--- src/rtl/fetch_sequencer_if.sv ---
// fetch_sequencer_if: controller/memory-facing bundle of the fetch sequencer
interface fetch_sequencer_if #(
  parameter int AWIDTH  = 5,
  parameter int OPWIDTH = 3,
  parameter int CNTW    = 16
);
  localparam int DWIDTH = OPWIDTH + AWIDTH;
  logic               go;
  logic               halt;
  logic               ld_ir;
  logic               inc_pc;
  logic               ld_pc;
  logic               sel;
  logic [DWIDTH-1:0]  data_in;
  logic [2:0]         phase;
  logic [OPWIDTH-1:0] opcode;
  logic [AWIDTH-1:0]  ir_addr;
  logic [AWIDTH-1:0]  pc_addr;
  logic [AWIDTH-1:0]  addr;
  logic               running;
  logic [CNTW-1:0]    instr_cnt;
  modport master (
    output go, halt, ld_ir, inc_pc, ld_pc, sel, data_in,
    input  phase, opcode, ir_addr, pc_addr, addr, running, instr_cnt
  );
  modport slave (
    input  go, halt, ld_ir, inc_pc, ld_pc, sel, data_in,
    output phase, opcode, ir_addr, pc_addr, addr, running, instr_cnt
  );
endinterface

--- src/rtl/fetch_sequencer.sv ---
// fetch_sequencer: phase counter, IR and PC with RUN/HALTED control and retired-instruction count
module fetch_sequencer #(
  parameter int AWIDTH  = 5,
  parameter int OPWIDTH = 3,
  parameter int CNTW    = 16
) (
  input logic clk,
  input logic rst,
  fetch_sequencer_if.slave bus
);
  localparam int DWIDTH = OPWIDTH + AWIDTH;
  localparam logic [0:0] RUN    = 1'b0;
  localparam logic [0:0] HALTED = 1'b1;
  logic [0:0]        state;
  logic [2:0]        phase;
  logic [DWIDTH-1:0] ir;
  logic [AWIDTH-1:0] pc;
  logic [CNTW-1:0]   cnt;
  // a HALT retires on its halt edge, every other instruction on the 7->0 wrap
  always_ff @(posedge clk or posedge rst)
    if (rst) begin
      state <= RUN;
      phase <= '0;
      ir    <= '0;
      pc    <= '0;
      cnt   <= '0;
    end else if (state == RUN) begin
      state <= bus.halt ? HALTED : RUN;
      phase <= bus.halt ? phase : phase + 3'd1;
      if ((bus.halt || phase == 3'd7) && cnt != '1) cnt <= cnt + 1'b1;
      if (bus.ld_ir) ir <= bus.data_in;
      if (bus.ld_pc) pc <= ir[AWIDTH-1:0];
      else if (bus.inc_pc) pc <= pc + 1'b1;
    end else if (bus.go) begin
      state <= RUN;
      phase <= '0;
    end
  assign bus.phase     = phase;
  assign bus.opcode    = ir[DWIDTH-1 -: OPWIDTH];
  assign bus.ir_addr   = ir[AWIDTH-1:0];
  assign bus.pc_addr   = pc;
  assign bus.addr      = bus.sel ? pc : ir[AWIDTH-1:0];
  assign bus.running   = state == RUN;
  assign bus.instr_cnt = cnt;
endmodule
--- src/flat_wrapper.sv ---
// flat-port wrapper written by rule: the top's interface ports become plain ports
module fetch_sequencer_flat 
#(
  parameter int AWIDTH  = 5,
  parameter int OPWIDTH = 3,
  parameter int CNTW    = 16
)
  (clk, rst, bus_go, bus_halt, bus_ld_ir, bus_inc_pc, bus_ld_pc, bus_sel, bus_data_in, bus_phase, bus_opcode, bus_ir_addr, bus_pc_addr, bus_addr, bus_running, bus_instr_cnt);
  fetch_sequencer_if #(.AWIDTH(AWIDTH), .OPWIDTH(OPWIDTH), .CNTW(CNTW)) bus_i ();
  input logic clk;
  input logic rst;
  input wire logic [$bits(bus_i.go)-1:0] bus_go;
  input wire logic [$bits(bus_i.halt)-1:0] bus_halt;
  input wire logic [$bits(bus_i.ld_ir)-1:0] bus_ld_ir;
  input wire logic [$bits(bus_i.inc_pc)-1:0] bus_inc_pc;
  input wire logic [$bits(bus_i.ld_pc)-1:0] bus_ld_pc;
  input wire logic [$bits(bus_i.sel)-1:0] bus_sel;
  input wire logic [$bits(bus_i.data_in)-1:0] bus_data_in;
  output wire logic [$bits(bus_i.phase)-1:0] bus_phase;
  output wire logic [$bits(bus_i.opcode)-1:0] bus_opcode;
  output wire logic [$bits(bus_i.ir_addr)-1:0] bus_ir_addr;
  output wire logic [$bits(bus_i.pc_addr)-1:0] bus_pc_addr;
  output wire logic [$bits(bus_i.addr)-1:0] bus_addr;
  output wire logic [$bits(bus_i.running)-1:0] bus_running;
  output wire logic [$bits(bus_i.instr_cnt)-1:0] bus_instr_cnt;
  assign bus_i.go = bus_go;
  assign bus_i.halt = bus_halt;
  assign bus_i.ld_ir = bus_ld_ir;
  assign bus_i.inc_pc = bus_inc_pc;
  assign bus_i.ld_pc = bus_ld_pc;
  assign bus_i.sel = bus_sel;
  assign bus_i.data_in = bus_data_in;
  assign bus_phase = bus_i.phase;
  assign bus_opcode = bus_i.opcode;
  assign bus_ir_addr = bus_i.ir_addr;
  assign bus_pc_addr = bus_i.pc_addr;
  assign bus_addr = bus_i.addr;
  assign bus_running = bus_i.running;
  assign bus_instr_cnt = bus_i.instr_cnt;
  fetch_sequencer #(.AWIDTH(AWIDTH), .OPWIDTH(OPWIDTH), .CNTW(CNTW)) u_core (.clk(clk), .rst(rst), .bus(bus_i));
endmodule
--- config.mk ---
export PLATFORM = sky130hd
export DESIGN_NAME = fetch_sequencer_flat
export DESIGN_NICKNAME = d
export VERILOG_FILES = /design/src/rtl/fetch_sequencer_if.sv /design/src/rtl/fetch_sequencer.sv /design/src/flat_wrapper.sv
export SDC_FILE = /design/constraint.sdc
export NUM_CORES = 1
export LEC_CHECK = 0
export CAP_MARGIN = 20
export CELL_PAD_IN_SITES_DETAIL_PLACEMENT = 0
export CELL_PAD_IN_SITES_GLOBAL_PLACEMENT = 2
export CORE_ASPECT_RATIO = 0.6
export CORE_MARGIN = 1.5
export CORE_UTILIZATION = 30
export DETAILED_ROUTE_END_ITERATION = 10
export HOLD_SLACK_MARGIN = 0.15
export PLACE_DENSITY = 0.94
export SLEW_MARGIN = 20
export SYNTH_ARGS = -nofsm -noshare
export SYNTH_HDL_FRONTEND = slang
export SYNTH_SLANG_ARGS = --single-unit
--- constraint.sdc ---
create_clock -name clk -period 3.66 [get_ports clk]
set_clock_uncertainty 0.15 [all_clocks]
set_input_delay 0.549 -clock clk [delete_from_list [all_inputs] [get_ports clk]]
set_output_delay 0.549 -clock clk [all_outputs]
set_load 0.01 [all_outputs]
* Word level (Yosys, flattened, before mapping)
Index checks and enable logic that the tools add are counted.
Widths: inputs -> output; s select.
** Word-level totals
- Flip-flop bits (word level) :: 33
** Cells by class
- Reduce and logical (&&, ||, !) cells :: 7
- Bitwise operators :: 1
- Add/sub/neg operators :: 3
- Equal/unequal tests :: 4
- Multiplexer cells :: 9
** Operators by type and width (number)
- $add 16x1->16 const B :: 1
- $ne 16x16->1 const B :: 1
- $mux 5 :: 3
- $mux 3 :: 3
- $reduce_and 2->1 :: 4
- $add 5x1->5 const B :: 1
- $add 3x1->3 const B :: 1
- $eq 3x3->1 const B :: 1
- $mux 1 :: 3
- $ne 2x1->1 const B :: 1
- $ne 2x2->1 const B :: 1
- $reduce_bool 2->1 :: 1
- $logic_and 1x1->1 :: 1
- $logic_or 1x1->1 :: 1
- $not 1->1 :: 1

* Longest topological paths before layout
Gate-level depths: netlist (run 1).
- Depth after elaboration :: 4
- Gate-level depth with buffers :: 6

* Least setup slack after synthesis (run 1)
OpenSTA, ideal clock, no wires.
- Path type :: reg-to-reg
- Start point :: reg u_core.cnt[12] (netlist: u_core.bus.instr_cnt[12])
- End point :: reg u_core.cnt[1] (netlist: u_core.bus.instr_cnt[1])
- Data required time :: 3.385 ns
- Clock period less this slack :: 1.749 ns
- Setup time :: 0.125 ns
- Buffers on the path :: 0
- Arrival :: 1.474 ns
- Setup slack :: 1.911 ns
- Stages on the path, launching flop included :: 5
- Cells stage by stage :: dfrtp_1 > nand4_2 > nor4_4 > nor2b_2 > mux2_4
** On the way
- Cells in the longest elaborated chain, start to end :: 3
** Ends and longest elaborated chain
- start, declared :: RTL line fetch_sequencer.sv:18 : logic [CNTW-1:0] cnt;
- start signal, assigned :: RTL line fetch_sequencer.sv:30 : if ((bus.halt || phase == 3'd7) && cnt != '1) cnt <= cnt + 1'b1;
- $ne 16x16->1 :: RTL line fetch_sequencer.sv:30
- $logic_and 1x1->1 :: RTL line fetch_sequencer.sv:30
- $reduce_and 2->1 (no line)
Every way passes these cells.
A chain may end at the register's enable or synchronous reset.

* Worst setup path in the final report (run 1)
- Start point :: in bus_sel
- End point :: out bus_addr[0]
** On the way
- Cells in the longest elaborated chain, start to end :: 1
** Ends and longest elaborated chain
- start, declared :: RTL line flat_wrapper.sv:17 : input wire logic [$bits(bus_i.sel)-1:0] bus_sel;
- $mux 5 :: RTL line fetch_sequencer.sv:42 : assign bus.addr = bus.sel ? pc : ir[AWIDTH-1:0];
- end, declared :: RTL line flat_wrapper.sv:23 : output wire logic [$bits(bus_i.addr)-1:0] bus_addr;
Every way passes these cells.

==> reports/qor.yml, run 1 <==
floorplanning:
  core_mm2: 0.00510
  die_w_um: 97.6
  start_util_pct: 31.5
  row_count: 20
  io_pins: 54
  die_h_um: 59.8
  die-area_mm2: 0.00583
worst_setup_path:
  arrival_ns: 2.00
  end_kind: "primary output"
  cp_data_required_time_ns: 2.96
  r2r_end: "u_core.bus.instr_cnt[13]$_DFFE_PP0P_"
  r2r-start: "u_core.bus.phase[0]$_DFFE_PP0P_"
  path_max_fanout: 5
  critPathLaunchType: "input port"
  crit_type: "in2out"
  reg2reg_slack_ns: 1.72
  rr_worst_depth: 6
place:
  place_ws_ns: 0.963
  globalplace.congestion: 0.758
  dpl.hpwl_um: 2790
  io_buffers: 53
  dp.cells: 259
timing:
  slew_headroom_pct: 55.0
  setup_tns_ns: 0
  tightest_slew_ns: 0.674
  fin_ws_ns: 0.962
  rsz0062_at_grt: "false"
  max_freq_mhz: 371
  setup_viol: 0
  hold_violations: 0
  period_share_pct: 73.7
  drv_slew: 0
  post-route-min-period_ns: 2.70
power:
  clkPwrFrac_pct: 26.2
  swShare_pct: 30.6
  internal_power_uw: 950
  power_switching_uw: 419
  powerDensity_mw_per_mm2: 585
  comb_power_share_pct: 33.0
  ir_drop_uv: 269
  p_seq_share_pct: 40.8
  p_leak_nw: 1.03
synth:
  ys_types: 27
  synth_warnings: 0
  synth_area_per_cell_um2: 11.3
  synth_cells: 142
  syn_area_mm2: 0.00161
  ys_ff_latch: 33
  synth_nets: 162
  seq_area_frac_synth_pct: 51.3
finish:
  layout_commonest_cell: "clkdlybuf4s50_1"
  layout.cells.most_common_list: "clkdlybuf4s50_1 (53), dfrtp_1 (33), xor2_1 (15), mux2_2 (14), nand2_1 (10)"
  diodes: 0
  areaGrowthSynthToFinish_pct: 45.3
  nets: 220
  fin_cells: 267
  drive_gt1_share_pct: 13.9
  final_core_util_pct: 45.8
global_route:
  grt_pass1_wl_um: 6030
  grt_max_degree: 34
  antenna_found_initial: 0
  grtUsageTotal_pct: 13.4
  overflow: 0
  grt_pass1_vias: 1195
min_path:
  hold_end: "u_core.ir[5]$_DFFE_PP0P_"
  min_path_cells: 1
  min_from: "u_core.ir[5]$_DFFE_PP0P_"
  hp-class: "reg2reg"
clock_network:
  cts_tree: "built"
  cts.clk_slew.worst_paths_ns: 0.07
  htree_levels: 2
  cts_num_sinks: 33
  clkLatencyLatePin_ns: 0.29
  cts_buffer_depth: 2
  post-cts-setup-buffers: 0
  cts_resized: 0
  cts_hold_buf: 0
  root_buffer: "clkbuf_8"
  numCtsBuffers: 5
detailed_routing:
  routed_wl_um: 3730
  drt_iter0_markers: 61
  ant_nets: 0
  dr.pass1.iters: 4
  drt-wirelength-per-cell_um: 14.0
  viasPerCell: 4.81
  drc: 0
  detailroute.via_count: 1285
run:
  drv_cap: 0
run_status:
  status: "complete, no violations"
[metal layers]
| layer | part of all wire, % | GRT usage [%] |
|---|---|---|
| met1 | 56 | 20.6 |
| met2 | 40 | 17.2 |
| met3 | 3.5 | 4.09 |
| met4 | 1.1 | 4.90 |
| met5 | 0 | 0 |
[cell families after synthesis]
family	after synthesis	synth area share, %
xor+xnor	15	8.16
buf+inv	5	1.17
mux	15	10.7
simple gates	51	18.5
flops	33	51.3
compound gates	19	7.07
fa+ha+maj	4	3.11
[how the worst max path moves through the flow]
stage / startpoint / to / slack (ns) / cells past startpoint
floorplan: u_core.bus.instr_cnt[12]$_DFFE_PP0P_ / u_core.bus.instr_cnt[1]$_DFFE_PP0P_ / 1.91 / 4
CTS: bus_sel / bus_addr[0] / 0.96 / 3
global route: bus_sel / bus_addr[1] / 0.94 / 3
finish: bus_sel / bus_addr[0] / 0.96 / 3
global placement: bus_sel / bus_addr[1] / 1.01 / 3
detailed placement: bus_sel / bus_addr[0] / 0.96 / 3
[flip-flops by register name (all words and copies together), names as in the netlist]
signal                count
u_core.bus.instr_cnt     16
u_core.bus.pc_addr        5
u_core.bus.phase          3
u_core.ir                 8
u_core.state              1
[Yosys cell counts]
library cell	count	share of area (%)
nor3b_1	1	0.47
nor4_4	1	1.3
nor2b_2	1	0.54
inv_1	2	0.47
nand4_2	1	0.78
a32oi_1	1	0.54
a22o_1	2	1.1
a22oi_1	1	0.47
xor2_1	15	8.2
clkbuf_1	3	0.70
a21oi_1	5	1.6
nor3_1	9	2.8
o21ba_2	1	0.62
nor4b_1	1	0.54
and3b_1	1	0.54
o21ai_0	9	2.8
dfrtp_1	33	51
nor4_1	5	1.9
ha_1	4	3.1
nor2b_1	3	1.2
nand2_1	10	2.3
nand4_1	5	1.9
nand3_1	6	1.9
and4_1	2	1.1
nor2_1	5	1.2
mux2_2	14	9.8
mux2_4	1	0.93
[area by class of cell]
| cell class | instances | area (um2) |
|---|---|---|
| clock buffer | 6 | 82.6 |
| multi-input combinational | 104 | 766 |
| fill | 496 | 2770 |
| clock inverter | 2 | 37.5 |
| tap | 66 | 82.6 |
| timing repair buffer | 54 | 538 |
| sequential | 33 | 826 |
| inverter | 2 | 7.51 |
[stage by stage]
step	power (mW)	hold slack [ns]	instance area (um2)
after floorplan	0.741	0.383	1610
after global placement	1.02	0.341	2220
after detailed placement	1.02	0.353	2220
after CTS	1.39	0.368	2340
after global routing	1.45	0.391	2340
final	1.37	0.361	2340
[power groups by stage]
stage	Combinational (mW)	Clock [mW]	Sequential, mW
floorplan	0.168	0	0.573
global placement	0.451	0	0.565
detailed placement	0.457	0	0.564
CTS	0.457	0.370	0.558
global route	0.492	0.387	0.575
finish	0.451	0.359	0.558
[worst max-delay path, stage by stage]
cell and delay (ns):
clkdlybuf4s50_1 0.60, mux2_2 0.37, clkdlybuf4s50_1 0.48
(Power assumes the default switching activity.)
==> inputs of run 2 (changes only) <==
--- a/config.mk
+++ b/config.mk
@@ -10,10 +10,10 @@
 export CELL_PAD_IN_SITES_GLOBAL_PLACEMENT = 2
 export CORE_ASPECT_RATIO = 0.6
 export CORE_MARGIN = 1.5
-export CORE_UTILIZATION = 30
+export CORE_UTILIZATION = 28
 export DETAILED_ROUTE_END_ITERATION = 10
 export HOLD_SLACK_MARGIN = 0.15
-export PLACE_DENSITY = 0.94
+export PLACE_DENSITY = 0.89
 export SLEW_MARGIN = 20
 export SYNTH_ARGS = -nofsm -noshare
 export SYNTH_HDL_FRONTEND = slang
==> constraint.sdc (replaced) <==
create_clock -name clk -period 2.83 [get_ports clk]
set_clock_uncertainty 0.15 [all_clocks]
set_input_delay 0.4245 -clock clk [delete_from_list [all_inputs] [get_ports clk]]
set_output_delay 0.4245 -clock clk [all_outputs]
set_load 0.01 [all_outputs]
==> run 2 against run 1 <==
Net effect:
- clock-buffer cell count stayed put
- first-iteration DRC count is 15% higher
- combinational power is 31% higher
- largest power group unchanged
- die area is 6.8% higher
==> reports/qor.yml, run 2 (synthesized netlist as in run 1, its figures left out) <==
finish:
  drive_gt1_share_pct: 13.9  # about the same
  layout.cells.most_common_list: "clkdlybuf4s50_1 (53), dfrtp_1 (33), xor2_1 (15), mux2_2 (14), nand2_1 (10)"  # unchanged
  layout_commonest_cell: "clkdlybuf4s50_1"  # unchanged
  diodes: 0  # unchanged
  fin_cells: 282  # was 267
  areaGrowthSynthToFinish_pct: 44.5  # was 45.3%
  nets: 221  # was 220
  final_core_util_pct: 41.8  # was 45.8%
  largest_reg_flops: 16  # unchanged
detailed_routing:
  viasPerCell: 4.53  # was 4.81
  detailroute.via_count: 1277  # was 1285
  dr.pass1.iters: 4  # unchanged
  ant_nets: 0  # unchanged
  routed_wl_um: 3750  # was 3730 um
  drc: 0  # unchanged
  drt-wirelength-per-cell_um: 13.3  # was 14.0 um
  drt_iter0_markers: 70  # was 61
worst_setup_path:
  arrival_ns: 1.85  # was 2.00 ns
  r2r-start: "u_core.bus.phase[0]$_DFFE_PP0P_"  # unchanged
  path_max_fanout: 5  # unchanged
  cp_slowest_cell: "clkdlybuf4s50_1"  # unchanged
  crit_type: "in2out"  # unchanged
  path_cells: "clkdlybuf4s50_1, mux2_2, clkdlybuf4s50_1"  # unchanged
  cp_data_required_time_ns: 2.26  # was 2.96 ns
  critPathLaunchType: "input port"  # unchanged
  end_kind: "primary output"  # unchanged
  cpMostUsedCell: "clkdlybuf4s50_1"  # unchanged
  cp-startpoint: "bus_sel"  # unchanged
  slowest_delay_ns: 0.59  # was 0.60 ns
place:
  place_ws_ns: 0.413  # was 0.963 ns
  globalplace.congestion: 0.763  # was 0.758
  io_buffers: 53  # unchanged
  dpl.hpwl_um: 2800  # was 2790 um
  dp.cells: 274  # was 259
power:
  p_leak_nw: 1.02  # was 1.03 nW
  powerDensity_mw_per_mm2: 712  # was 585 mW/mm2
  ir_drop_uv: 225  # was 269 uV
timing:
  rsz0062_at_grt: "false"  # unchanged
  hold_violations: 0  # unchanged
  fin_ws_ns: 0.407  # was 0.962 ns
  drv_slew: 0  # unchanged
  post-route-min-period_ns: 2.42
  max_freq_mhz: 413
  tightest_slew_ns: 0.463  # was 0.674 ns
  setup_viol: 0  # unchanged
  slew_headroom_pct: 68.9  # was 55.0%
  setup_tns_ns: 0  # unchanged
  period_share_pct: 85.6
floorplanning:
  die_h_um: 61.7  # was 59.8 um
  die-area_mm2: 0.00623  # was 0.00583 mm2
  start_util_pct: 28.9  # was 31.5%
  die_w_um: 101  # was 97.6 um
  core_mm2: 0.00557  # was 0.00510 mm2
  io_pins: 54  # unchanged
  row_count: 21  # was 20
min_path:
  hp-class: "reg2reg"  # unchanged
  min_from: "u_core.bus.instr_cnt[11]$_DFFE_PP0P_"  # was u_core.ir[5]$_DFFE_PP0P_
clock_network:
  cts_buffer_depth: 2  # unchanged
  htree_levels: 2  # unchanged
  post-cts-setup-buffers: 0  # unchanged
  numCtsBuffers: 5  # unchanged
  cts_hold_buf: 0  # unchanged
  clkLatencyLatePin_ns: 0.28  # was 0.29 ns
  root_buffer: "clkbuf_8"  # unchanged
  cts.clk_slew.worst_paths_ns: 0.07  # about the same
  cts_num_sinks: 33  # unchanged
  cts_resized: 0  # unchanged
  cts_tree: "built"  # unchanged
global_route:
  antenna_found_initial: 0  # unchanged
  grt_pass1_wl_um: 5720  # was 6030 um
  grtUsageTotal_pct: 12.5  # was 13.4%
  overflow: 0  # unchanged
  grt_max_degree: 34  # unchanged
  grt_pass1_vias: 1078  # was 1195
run_status:
  status: "complete, no violations"  # unchanged
run:
  drv_cap: 0  # unchanged
-- run 2: cell type report --
class | count | area [um2]
Fill cell | 568 | 3240
Inverter | 2 | 7.51
Timing Repair Buffer | 55 | 546
Sequential cell | 33 | 826
Tap cell | 80 | 100
Clock buffer | 6 | 72.6
Multi-Input combinational cell | 104 | 766
Clock inverter | 2 | 10.0
-- run 2: path summary, 6_finish.rpt --
| path | cells after the start | slack (ns) | endpoint |
|---|---|---|---|
| min | 1 | 0.36 | u_core.bus.instr_cnt[11]$_DFFE_PP0P_ |
| max | 3 | 0.41 | bus_addr[0] |
| max reg2reg | 6 | 0.88 | u_core.bus.instr_cnt[9]$_DFFE_PP0P_ |
| min reg2reg | 1 | 0.36 | u_core.bus.instr_cnt[11]$_DFFE_PP0P_ |
| max in group asynchronous | 3 | 1.85 | u_core.ir[4]$_DFFE_PP0P_ |
| min in group asynchronous | 3 | 0.38 | u_core.ir[7]$_DFFE_PP0P_ |
-- run 2: where the power goes --
group	leakage [nW]	internal (mW)	switching, mW
combinational	0.557	0.365	0.225
clock	0.0450	0.170	0.173
sequential	0.420	0.580	0.143
-- run 2: critical path: cells and delay by family --
family / cells / cell delay, ns
buffers and inverters: 2 / 1.06
multiplexers: 1 / 0.36
-- run 2: metal layers --
layer  vias up  wire, um  global-route usage [%]
li1        641         -                       -
met1       603      2120                    20.4
met2        29      1390                    14.1
met3         4       208                    4.47
met4         0        33                    4.17
met5         -         0                       0
-- run 2: through the flow --
step	hold slack, ns	power, mW	instance area [um2]
final	0.358	1.66	2330
after global routing	0.382	1.77	2330
after CTS	0.362	1.68	2330
after detailed placement	0.347	1.32	2240
after global placement	0.339	1.32	2240
after floorplan	0.383	0.958	1610
